**src/rtl/game_round_ctrl_pkg.sv**
```systemverilog
// Shared types and constants for the binary number game round sequencer.
package game_pkg;

    typedef enum logic [2:0] {
        ST_IDLE,
        ST_REQ,
        ST_SETTLE,
        ST_LOAD,
        ST_ASK,
        ST_SHOW,
        ST_DONE
    } state_t;

    localparam logic [1:0] VERDICT_NONE    = 2'b00;
    localparam logic [1:0] VERDICT_OK      = 2'b01;
    localparam logic [1:0] VERDICT_WRONG   = 2'b10;
    localparam logic [1:0] VERDICT_TIMEOUT = 2'b11;

    localparam logic [3:0] SCORE_MAX = 4'd15;

    function automatic int max_int(input int a, input int b);
        return (a > b) ? a : b;
    endfunction

endpackage

```
**src/rtl/game_round_ctrl_if.sv**
```systemverilog
// Player, generator and status signals of the round sequencer.
interface game_round_ctrl_if #(
    parameter int NUM_W = 4
);
    logic             start;
    logic [NUM_W-1:0] guess;
    logic             submit;
    logic             gen_enable;
    logic [NUM_W-1:0] gen_result;
    logic [NUM_W-1:0] target;
    logic             target_valid;
    logic [3:0]       round_idx;
    logic [3:0]       score;
    logic [1:0]       verdict;
    logic             busy;
    logic             done;

    // Master is the surrounding system: player controls plus the generator.
    modport master (
        output start, guess, submit, gen_result,
        input  gen_enable, target, target_valid, round_idx, score, verdict, busy, done
    );

    modport slave (
        input  start, guess, submit, gen_result,
        output gen_enable, target, target_valid, round_idx, score, verdict, busy, done
    );
endinterface

```
**src/rtl/game_round_ctrl_timer.sv**
```systemverilog
// Loadable down-counter shared by the answer window and the verdict hold.
module round_timer #(
    parameter int WIDTH = 26
) (
    input  logic             clk,
    input  logic             rst_n,
    input  logic             load,
    input  logic [WIDTH-1:0] load_value,
    output logic             zero
);

    logic [WIDTH-1:0] r_count;

    always_ff @(posedge clk or negedge rst_n) begin
        if (!rst_n) begin
            r_count <= '0;
        end else if (load) begin
            r_count <= load_value;
        end else if (r_count != '0) begin
            r_count <= r_count - 1'b1;
        end
    end

    assign zero = (r_count == '0);

endmodule

```
**src/rtl/game_round_ctrl.sv**
```systemverilog
// Round sequencer: requests a generator value per round, times the answer,
// scores it and walks through a fixed number of rounds.
module game_round_ctrl
    import game_pkg::*;
#(
    parameter int ROUNDS        = 8,
    parameter int NUM_W         = 4,
    parameter int ANSWER_CYCLES = 50_000_000,
    parameter int HOLD_CYCLES   = 25_000_000,
    parameter int MAX_RETRY     = 3
) (
    input logic              clk,
    input logic              rst_n,
    game_round_ctrl_if.slave bus
);

    localparam int TIMER_W = $clog2(max_int(ANSWER_CYCLES, HOLD_CYCLES));
    localparam int RETRY_W = $clog2(MAX_RETRY + 2);

    state_t             r_state;
    state_t             w_state_next;
    logic [NUM_W-1:0]   r_target;
    logic [NUM_W-1:0]   w_target_next;
    logic [NUM_W-1:0]   r_prev_target;
    logic [NUM_W-1:0]   w_prev_target_next;
    logic [RETRY_W-1:0] r_retry;
    logic [RETRY_W-1:0] w_retry_next;
    logic [3:0]         r_round;
    logic [3:0]         w_round_next;
    logic [3:0]         r_score;
    logic [3:0]         w_score_next;
    logic [1:0]         r_verdict;
    logic [1:0]         w_verdict_next;
    logic               r_gen_enable;
    logic               r_target_valid;
    logic               r_busy;
    logic               r_done;

    logic               w_timer_load;
    logic [TIMER_W-1:0] w_timer_value;
    logic               w_timer_zero;

    round_timer #(
        .WIDTH(TIMER_W)
    ) u_timer (
        .clk       (clk),
        .rst_n     (rst_n),
        .load      (w_timer_load),
        .load_value(w_timer_value),
        .zero      (w_timer_zero)
    );

    always_ff @(posedge clk or negedge rst_n) begin
        if (!rst_n) begin
            r_state        <= ST_IDLE;
            r_target       <= '0;
            r_prev_target  <= '0;
            r_retry        <= '0;
            r_round        <= '0;
            r_score        <= '0;
            r_verdict      <= VERDICT_NONE;
            r_gen_enable   <= 1'b0;
            r_target_valid <= 1'b0;
            r_busy         <= 1'b0;
            r_done         <= 1'b0;
        end else begin
            r_state        <= w_state_next;
            r_target       <= w_target_next;
            r_prev_target  <= w_prev_target_next;
            r_retry        <= w_retry_next;
            r_round        <= w_round_next;
            r_score        <= w_score_next;
            r_verdict      <= w_verdict_next;
            // Status flags are decoded from the next state so they align with it.
            r_gen_enable   <= (w_state_next == ST_REQ);
            r_target_valid <= (w_state_next == ST_ASK);
            r_busy         <= (w_state_next != ST_IDLE) && (w_state_next != ST_DONE);
            r_done         <= (w_state_next == ST_DONE);
        end
    end

    always_comb begin
        w_state_next       = r_state;
        w_target_next      = r_target;
        w_prev_target_next = r_prev_target;
        w_retry_next       = r_retry;
        w_round_next       = r_round;
        w_score_next       = r_score;
        w_verdict_next     = r_verdict;
        w_timer_load       = 1'b0;
        w_timer_value      = '0;

        case (r_state)
            ST_IDLE, ST_DONE: begin
                if (bus.start) begin
                    w_score_next   = '0;
                    w_round_next   = '0;
                    w_verdict_next = VERDICT_NONE;
                    w_state_next   = ST_REQ;
                end
            end
            ST_REQ:    w_state_next = ST_SETTLE;
            ST_SETTLE: w_state_next = ST_LOAD;
            ST_LOAD: begin
                // A repeat of the last target is re-requested, but only a bounded number of times.
                if ((bus.gen_result == r_prev_target) &&
                    (r_retry < RETRY_W'(MAX_RETRY)) && (r_round != 4'd0)) begin
                    w_retry_next = r_retry + 1'b1;
                    w_state_next = ST_REQ;
                end else begin
                    w_target_next      = bus.gen_result;
                    w_prev_target_next = bus.gen_result;
                    w_retry_next       = '0;
                    w_timer_load       = 1'b1;
                    w_timer_value      = TIMER_W'(ANSWER_CYCLES - 1);
                    w_state_next       = ST_ASK;
                end
            end
            ST_ASK: begin
                if (bus.submit) begin
                    if (bus.guess == r_target) begin
                        w_verdict_next = VERDICT_OK;
                        if (r_score != SCORE_MAX) begin
                            w_score_next = r_score + 4'd1;
                        end
                    end else begin
                        w_verdict_next = VERDICT_WRONG;
                    end
                    w_timer_load  = 1'b1;
                    w_timer_value = TIMER_W'(HOLD_CYCLES - 1);
                    w_state_next  = ST_SHOW;
                end else if (w_timer_zero) begin
                    w_verdict_next = VERDICT_TIMEOUT;
                    w_timer_load   = 1'b1;
                    w_timer_value  = TIMER_W'(HOLD_CYCLES - 1);
                    w_state_next   = ST_SHOW;
                end
            end
            ST_SHOW: begin
                if (w_timer_zero) begin
                    if (r_round == 4'(ROUNDS - 1)) begin
                        w_state_next = ST_DONE;
                    end else begin
                        w_round_next   = r_round + 4'd1;
                        w_verdict_next = VERDICT_NONE;
                        w_state_next   = ST_REQ;
                    end
                end
            end
            default: w_state_next = ST_IDLE;
        endcase
    end

    assign bus.gen_enable   = r_gen_enable;
    assign bus.target       = r_target;
    assign bus.target_valid = r_target_valid;
    assign bus.round_idx    = r_round;
    assign bus.score        = r_score;
    assign bus.verdict      = r_verdict;
    assign bus.busy         = r_busy;
    assign bus.done         = r_done;

endmodule

```
**src/flat_wrapper.sv**
```systemverilog
// flat-port wrapper written by rule: the top's interface ports become plain ports
module game_round_ctrl_flat import game_pkg::*;
#(
    parameter int ROUNDS        = 8,
    parameter int NUM_W         = 4,
    parameter int ANSWER_CYCLES = 50_000_000,
    parameter int HOLD_CYCLES   = 25_000_000,
    parameter int MAX_RETRY     = 3
)
  (clk, rst_n, bus_start, bus_guess, bus_submit, bus_gen_result, bus_gen_enable, bus_target, bus_target_valid, bus_round_idx, bus_score, bus_verdict, bus_busy, bus_done);
  game_round_ctrl_if #(.NUM_W(NUM_W)) bus_i ();
  input logic clk;
  input logic rst_n;
  input wire logic [$bits(bus_i.start)-1:0] bus_start;
  input wire logic [$bits(bus_i.guess)-1:0] bus_guess;
  input wire logic [$bits(bus_i.submit)-1:0] bus_submit;
  input wire logic [$bits(bus_i.gen_result)-1:0] bus_gen_result;
  output wire logic [$bits(bus_i.gen_enable)-1:0] bus_gen_enable;
  output wire logic [$bits(bus_i.target)-1:0] bus_target;
  output wire logic [$bits(bus_i.target_valid)-1:0] bus_target_valid;
  output wire logic [$bits(bus_i.round_idx)-1:0] bus_round_idx;
  output wire logic [$bits(bus_i.score)-1:0] bus_score;
  output wire logic [$bits(bus_i.verdict)-1:0] bus_verdict;
  output wire logic [$bits(bus_i.busy)-1:0] bus_busy;
  output wire logic [$bits(bus_i.done)-1:0] bus_done;
  assign bus_i.start = bus_start;
  assign bus_i.guess = bus_guess;
  assign bus_i.submit = bus_submit;
  assign bus_i.gen_result = bus_gen_result;
  assign bus_gen_enable = bus_i.gen_enable;
  assign bus_target = bus_i.target;
  assign bus_target_valid = bus_i.target_valid;
  assign bus_round_idx = bus_i.round_idx;
  assign bus_score = bus_i.score;
  assign bus_verdict = bus_i.verdict;
  assign bus_busy = bus_i.busy;
  assign bus_done = bus_i.done;
  game_round_ctrl #(.ROUNDS(ROUNDS), .NUM_W(NUM_W), .ANSWER_CYCLES(ANSWER_CYCLES), .HOLD_CYCLES(HOLD_CYCLES), .MAX_RETRY(MAX_RETRY)) u_core (.clk(clk), .rst_n(rst_n), .bus(bus_i));
endmodule
```
**config.mk**
```make
export PLATFORM = sky130hd
export DESIGN_NAME = game_round_ctrl_flat
export DESIGN_NICKNAME = d
export VERILOG_FILES = /design/src/rtl/game_round_ctrl_pkg.sv /design/src/rtl/game_round_ctrl_if.sv /design/src/rtl/game_round_ctrl_timer.sv /design/src/rtl/game_round_ctrl.sv /design/src/flat_wrapper.sv
export SDC_FILE = /design/constraint.sdc
export NUM_CORES = 1
export LEC_CHECK = 0
export BUFFER_PORTS_ARGS = -buffer_cell sky130_fd_sc_hd__buf_4
export CORE_MARGIN = 1
export CORE_UTILIZATION = 40
export CTS_BUF_LIST = sky130_fd_sc_hd__clkbuf_8
export DETAILED_ROUTE_END_ITERATION = 6
export PLACE_DENSITY_LB_ADDON = 0.15
export SLEW_MARGIN = 40
export SYNTH_ARGS = -nofsm -noshare
export SYNTH_HDL_FRONTEND = slang
export SYNTH_HIERARCHICAL = 1
export SYNTH_SLANG_ARGS = --single-unit
```
**constraint.sdc**
```tcl
create_clock -name clk -period 6.65 [get_ports clk]
set_input_delay 0.9975 -clock clk [delete_from_list [all_inputs] [get_ports clk]]
set_output_delay 0.9975 -clock clk [all_outputs]
set_load 0.02 [all_outputs]
```
==> results of run 1 <==
## kinds of logic (layout without fill, tap and decap cells)
| group | count (synthesis) | after routing | synth area share |
|---|---|---|---|
| compound gates | 56 | 56 | 0.122 |
| xor+xnor | 28 | 28 | 0.0842 |
| fa+ha+maj | 5 | 5 | 0.0215 |
| buf+inv | 27 | 50 | 0.0442 |
| flops | 50 | 50 | 0.429 |
| mux | 9 | 9 | 0.0326 |
| other cells | 1 | 4 | 0.00129 |
| simple gates | 144 | 144 | 0.264 |
## worst register-to-register path, stage by stage (launching register included)
cell	delay [ps]
dfrtp_1	410
or4_1	580
nor3_2	520
and3_1	420
o21a_1	320
or2_2	670
clkinv_1	490
mux2_2	380
## state kept, by name (all words and copies together) (netlist names)
register and cells:
u_core/bus.verdict 2, u_core/r_state 3, u_core/bus.target_valid 1, u_core/bus.gen_enable 1, u_core/bus.busy 1, u_core/bus.done 1, u_core/u_timer/r_count 26, u_core/bus.round_idx 4
u_core/r_retry 3, u_core/r_prev_target 4, u_core/bus.score 4
## metal layers
metal  up-vias  wire length (um)  global-route usage
met1      1096              2930               0.232
met4         0                58              0.0611
li1       1162                 -                   -
met5         -                 0                   0
met2        39              2930               0.300
met3         4               191              0.0313
## synthesized netlist by cell type (2+ instances only)
cell type	number	area (sq um)
dfrtp_1	50	1250
nand2_1	48	180
nor2_1	24	90.1
xnor2_1	17	149
o21ai_0	15	75.1
a21oi_1	13	65.1
nor3_1	13	65.1
inv_1	12	45.0
nor4_1	11	68.8
xor2_1	11	96.3
nand3_1	9	45.0
clkbuf_1	6	22.5
nand4_1	6	37.5
ha_1	5	62.6
mux2i_1	5	50.1
o31ai_1	5	37.5
or3_1	5	31.3
and3_1	4	25.0
buf_2	4	20.0
mux2_2	4	45.0
o21a_1	4	30.0
a31oi_1	3	18.8
and2_1	3	18.8
nor2b_1	3	18.8
or2_2	3	18.8
or4b_1	3	30.0
a311oi_1	2	17.5
buf_4	2	15.0
buf_6	2	22.5
o21ai_1	2	10.0
## where the power goes
group | internal [mW] | switching (mW) | total [mW]
clock network | 0.111 | 0.102 | 0.213
logic | 0.167 | 0.189 | 0.356
registers | 0.397 | 0.101 | 0.498
total | 0.675 | 0.392 | 1.07
## layout make-up
class / instances / area share
clock buffer: 5 / 0.0209
clock inverter: 3 / 0.0125
inverter: 13 / 0.0148
multi-input combinational: 246 / 0.470
sequential: 50 / 0.379
tap: 96 / 0.0364
timing repair buffer: 29 / 0.0660
## how the worst max path moves through the flow
stage / start / end / slack, ps / depth (start not counted)
2_1_floorplan: u_core/u_timer/r_count[0] / u_core/u_timer/r_count[2] / 3680 / 12
3_3_place_gp: u_core/u_timer/r_count[10] / u_core/u_timer/r_count[1] / 2660 / 7
3_5_place_dp: u_core/u_timer/r_count[10] / u_core/u_timer/r_count[22] / 2810 / 7
4_1_cts: u_core/u_timer/r_count[10] / u_core/u_timer/r_count[22] / 2760 / 7
5_1_grt: u_core/u_timer/r_count[10] / u_core/u_timer/r_count[25] / 2410 / 8
6_report: u_core/u_timer/r_count[10] / u_core/u_timer/r_count[22] / 2730 / 7
## through the flow
step | std cells | total power [mW]
global route | 442 | 1.16
CTS | 442 | 1.08
finish | 442 | 1.07
floorplan | 323 | 0.761
detailed placement | 434 | 0.864
global placement | 434 | 0.859
==> impl_results.md, run 1 <==
* R2R Path End: u_core/u_timer/r_count[22]
* CP Data Required Time at 6840 ps
* Core box area at 0.00691 sq mm
* Clock transition at path regs at 100 ps
* Reg-to-reg setup timing slack at 2730 ps
* Number of synthesized register bits at 50
* Hold Path Sink: u_core/r_retry[1]
* Clock tree from TritonCTS: done
* Initial antenna violation count at 0
* Cell family with most CP delay: simple AND/OR/NAND/NOR gates
* Slew HR at 0.496
* Worst-Margin Slew at 756 ps
* Antenna cell count at 0
* Commonest non-fill, non-tap cell in the layout: dfrtp_1
* Synth-to-layout area growth at 13.2%
* Peak VDD IR at 0.000146 V
* DP Area at 0.00319 sq mm
* Period utilization at 0.589
* Data arrival, critical path at 4110 ps
* Ys Warns at 6
* Setup bufs post-CTS at 0
* Wire per inst at 13.8 um
* Peak Freq at 255 MHz
* Die Span Y at 87.4 um
* Sequential area share after synthesis at 0.429
* CTS Buf Count at 5
* Fin Hold WS at 550 ps
* First-pass GRT wire length at 10.6 mm
* Run status: finished, final reports clean
* Post-synth ARST share at 1.00
* Final GP Congestion at 0.813
* FF-to-FF path depth at 7
* Final hold vios at 0
* FF/Latch Area at 0.00125 sq mm
* Fraction of layout cells with a size suffix above 1 at 0.159
* CP max stage cell: or2_2
* Fill cells at 696
* PnR worst setup slack at 2730 ps
* Critical path, cell by cell: or4_1 -> nor3_2 -> and3_1 -> o21a_1 -> or2_2 -> clkinv_1 -> mux2_2
* Port buffer count at 29
* Worst-path maximum fanout at 47
* Min Tclk post-route at 3920 ps
* Fin util at 0.478
* Synthesized area at 0.00291 sq mm
* Post-Synthesis Cells at 320
* Vias in the first global route at 2232
* Grt total ovfl at 0
* CTS Hold Buffers Added at 0
* Die ar. at 0.00763 sq mm
* Number of routed nets with antenna violations at 0
* Row count at 30
* Synth Flop Type: dfrtp_1
* CTS resizes at 0
* MaxCap Viol Count at 0
* Worst setup EP type: flop
* DRT iter0 DRCs at 182
* Total negative slack at 0 ps
* Sink Count at 50
* Largest net degree at the start of global routing at 51
* Worst hold path startpoint: u_core/r_retry[1]
* Vias after detailed routing at 2301
* Post-synth EDFFs at 0
* TritonRoute pass-1 iters at 4
* Detailed placer's ending HPWL at 4.33 mm
* Clock latency on the worst-skew pair at 310 ps
* Hold Path Depth at 1
* Top Ports at 30
* RSZ-0062 raised after global routing: no
* DRC viols at 0
* Post-route cell area at 0.00330 sq mm
* Reg-to-Reg Start: u_core/u_timer/r_count[10]
* Power Density at 324 mW/mm^2
* Final setup fails at 0
* Max Slew Vio Count at 0
* Synth cell types at 56
* Root Driver: clkbuf_8
* GR Util All Layers at 0.179
* Most frequent cells in the layout: 50 x dfrtp_1, 48 x nand2_1, 29 x buf_4
* CP max stage delay at 660 ps
* H-tree depth at 2
* Pre-CTS setup slack at 2810 ps
* Die width at 87.4 um
* Leak at 1.32 nW
* Worst Skew at 11.1 ps
* Syn_area_per_cell at 9.11 sq um
* DR vias/cell at 5.21
* Longest Clk Path Bufs at 2
* Critical path launch point type: flop
* Routed wire length at 6.11 mm
* Worst Setup Path Type: flop to flop
* Hold Path Class: flop to flop
* CP bufs+invs at 1
* Initial Utilization at 0.422
* Nets at 362
* Multi-input logic area at 0.00155 sq mm
(Power assumes the default switching activity.)
==> run 2, diff against run 1 <==
ABC_AREA = 1   (was not set)
clock period = 3.4 ns   (was 6.65 ns; I/O delays follow)
==> run 2 against run 1 <==
Register-to-register slack got worse by 2300 ps. Power rose to 3.2 times the previous value. Sequential share of layout area decreased by 4.6 points. First-iteration DRC count fell by 20%. Worst hold slack worse by 330 ps. Synthesized cell count increased by 44%. Clock-buffer cell count stayed put. Via count increased by 30%. Global-route usage up 2.0 points. Highest routed layer unchanged.
==> impl_results.md, run 2 <==
* Crit path to: u_core/u_timer/r_count[0]
* Row count at 32 (+6.7%)
* Post-Synthesis Cells at 460 (+44%)
* Fill cells at 787 (+13%)
* TritonRoute pass-1 iters at 4 (unchanged)
* Worst setup EP type: flop
* Critical path depth at 17 (+10)
* Synth cell types at 35 (-38%)
* Final setup fails at 0 (unchanged)
* Top-count cell post-synth: nand2_1
* PnR worst setup slack at 479 ps (-2250 ps)
* Gate power share at 0.555 (+0.221)
* Total negative slack at 0 ps (unchanged)
* GR Util All Layers at 0.198 (+0.0197)
* Post-synth EDFFs at 0 (unchanged)
* Routed wire length at 7.78 mm (+27%)
* Sequential power share at 0.315 (-0.151)
* H-tree depth at 2 (unchanged)
* Vias in the first global route at 2929 (+31%)
* Die ar. at 0.00864 sq mm (+13%)
* CTS Buf Count at 5 (unchanged)
* Peak Freq at 342 MHz (+34%)
* Largest register FFs at 26 (unchanged)
* Initial antenna violation count at 0 (unchanged)
* Port buffer count at 29 (unchanged)
* Inst Count DP at 590 (+36%)
* Clk pwr share at 0.131 (-0.069)
* Antenna cell count at 0 (unchanged)
* CTS Hold Buffers Added at 0 (unchanged)
* Data arrival, critical path at 3170 ps (-940 ps)
* Fin util at 0.479 (+0.00110)
* Slew HR at 0.557 (+0.0615)
* Largest net degree at the start of global routing at 51 (unchanged)
* Commonest non-fill, non-tap cell in the layout: nand2_1
* Post-synth ARST share at 1.00 (unchanged)
* Grt total ovfl at 0 (unchanged)
* Area leader, netlist: dfrtp_1
* Synth Flop Type: dfrtp_1
* Power Density at 905 mW/mm^2 (+180%)
* Number of routed nets with antenna violations at 0 (unchanged)
* Final GP Congestion at 0.892 (+9.8%)
* Clock tree from TritonCTS: done
* Core box area at 0.00785 sq mm (+14%)
* FF-to-FF path depth at 17 (+10)
* Top-area cell type share of the netlist area at 0.378 (-0.0513)
* Clock latency on the worst-skew pair at 310 ps (about the same)
* Nets at 512 (+41%)
* Reg-to-reg setup timing slack at 480 ps (-2250 ps)
* MaxCap Viol Count at 0 (unchanged)
* Pre-CTS setup slack at 470 ps (-2340 ps)
* Reg-to-Reg Start: u_core/u_timer/r_count[0]
* Die Span Y at 93.0 um (+6.4%)
* Wire per inst at 13.0 um (-5.8%)
* Peak VDD IR at 0.000407 V (+180%)
* RSZ-0062 raised after global routing: no
* Number of synthesized register bits at 50 (unchanged)
* Worst-Margin Slew at 664 ps (-92.3 ps)
* Hold Path Class: input pin to async pin
* CP Data Required Time at 3640 ps (-3200 ps)
* Cell family with most CP delay: simple AND/OR/NAND/NOR gates
* Synth-to-layout area growth at 13.5%
* CP max stage delay at 420 ps (-240 ps)
* Biggest register: u_core/u_timer/r_count
* Synth top area cells: dfrtp_1 38%, nand2_1 16%, nor2_1 6.7%
* Most frequent cells in the layout: 137 x nand2_1, 59 x nor2_1, 50 x inv_1, 50 x dfrtp_1, 36 x nand3_1
* Period utilization at 0.859 (+0.270)
* DRT iter0 DRCs at 145 (-20%)
* Syn_area_per_cell at 7.19 sq um (-21%)
* Critical Path Start: u_core/u_timer/r_count[0]
* Die width at 93.0 um (+6.4%)
* First-pass GRT wire length at 13.6 mm (+28%)
* CP bufs+invs at 5 (+4)
* Worst-path maximum fanout at 43 (-8.5%)
* Min Tclk post-route at 2920 ps (-998 ps)
* Clock transition at path regs at 100 ps (about the same)
* Final hold vios at 0 (unchanged)
* Post-synth top cells: 137 x nand2_1, 59 x nor2_1, 50 x dfrtp_1, 50 x inv_1, 36 x nand3_1
* Ys Warns at 6 (unchanged)
* CTS resizes at 0 (unchanged)
* DRC viols at 0 (unchanged)
* Max Slew Vio Count at 0 (unchanged)
* R2R Path End: u_core/u_timer/r_count[0]
* Leak at 1.88 nW (+42%)
* Worst Setup Path Type: flop to flop
* Sw frac at 0.500 (+0.133)
* Detailed placer's ending HPWL at 5.76 mm (+33%)
* CP max stage cell: dfrtp_1
* Top Ports at 30 (unchanged)
* Critical path launch point type: flop
* DR vias/cell at 4.99 (-4.1%)
* Run status: finished, final reports clean
* Fraction of layout cells with a size suffix above 1 at 0.165 (+0.00636)
* Worst Skew at 5.10 ps (-6.04 ps)
* Vias after detailed routing at 2987 (+30%)
* Sw Pwr at 1.70 mW (+330%)
* Root Driver: clkbuf_8
* Synthesized area at 0.00331 sq mm (+14%)
* Fin cells at 598 (+35%)
* Critical path, cell by cell: inv_1 -> ha_1 -> nand2_4 -> nor2_8 -> nand3_1 -> nor2_1 -> nand3_1 -> inv_1 -> inv_1 -> nand2_1 -> nand3_1 -> nand2_1 -> buf_4 -> nor2_8 -> inv_4 -> nand2_1 -> o21ai_2
* Initial Utilization at 0.422 (about the same)
* Setup bufs post-CTS at 0 (unchanged)
* Sequential area share after synthesis at 0.378 (-0.0513)
* Longest Clk Path Bufs at 2 (unchanged)
* Cell-internal power at 1.70 mW (+150%)
* Sink Count at 50 (unchanged)
## run 2: logic make-up after synthesis
group,share of synthesized area
compound gates,0.0991
xor+xnor,0.0371
fa+ha+maj,0.0189
buf+inv,0.0722
flops,0.378
other cells,0.00113
simple gates,0.394
## run 2: how the worst min path moves through the flow
stage / startpoint / end / slack, ps
2_1_floorplan: rst_n / u_core/bus.busy / 210
3_3_place_gp: u_core/bus.verdict[1] / u_core/bus.verdict[1] / 490
3_5_place_dp: u_core/bus.verdict[1] / u_core/bus.verdict[1] / 490
4_1_cts: rst_n / u_core/u_timer/r_count[1] / 250
5_1_grt: rst_n / u_core/u_timer/r_count[1] / 280
6_report: rst_n / u_core/u_timer/r_count[1] / 220
## run 2: stage by stage
stage          instance area, sq um  power, mW  hold WS (ps)
2_1_floorplan                  3320       2.47           214
6_report                       3760       3.40           217
4_1_cts                        3760       3.42           248
5_1_grt                        3760       3.74           276
3_5_place_dp                   3640       2.96           494
3_3_place_gp                   3640       2.94           494
## run 2: layer usage
layer / GRT usage / up-vias / routed length, um
li1: - / 1531 / -
met5: 0 / - / 0
met3: 0.0271 / 2 / 256
met1: 0.262 / 1395 / 3640
met4: 0.0474 / 0 / 30
met2: 0.342 / 59 / 3860
## run 2: area by class of cell
type | instances | area, sq um | area share
tap | 102 | 128 | 0.0340
clock buffer | 5 | 68.8 | 0.0183
multi-input combinational | 355 | 1830 | 0.487
clock inverter | 3 | 47.5 | 0.0127
timing repair buffer | 31 | 233 | 0.0620
inverter | 52 | 198 | 0.0526
sequential | 50 | 1250 | 0.333
## run 2: power by group through the flow
stage	sequential [mW]	combinational, mW	clock, mW
finish	1.07	1.88	0.444
global route	1.10	2.15	0.483
CTS	1.07	1.89	0.461
detailed placement	1.07	1.89	0
global placement	1.07	1.87	0
floorplan	1.09	1.38	0
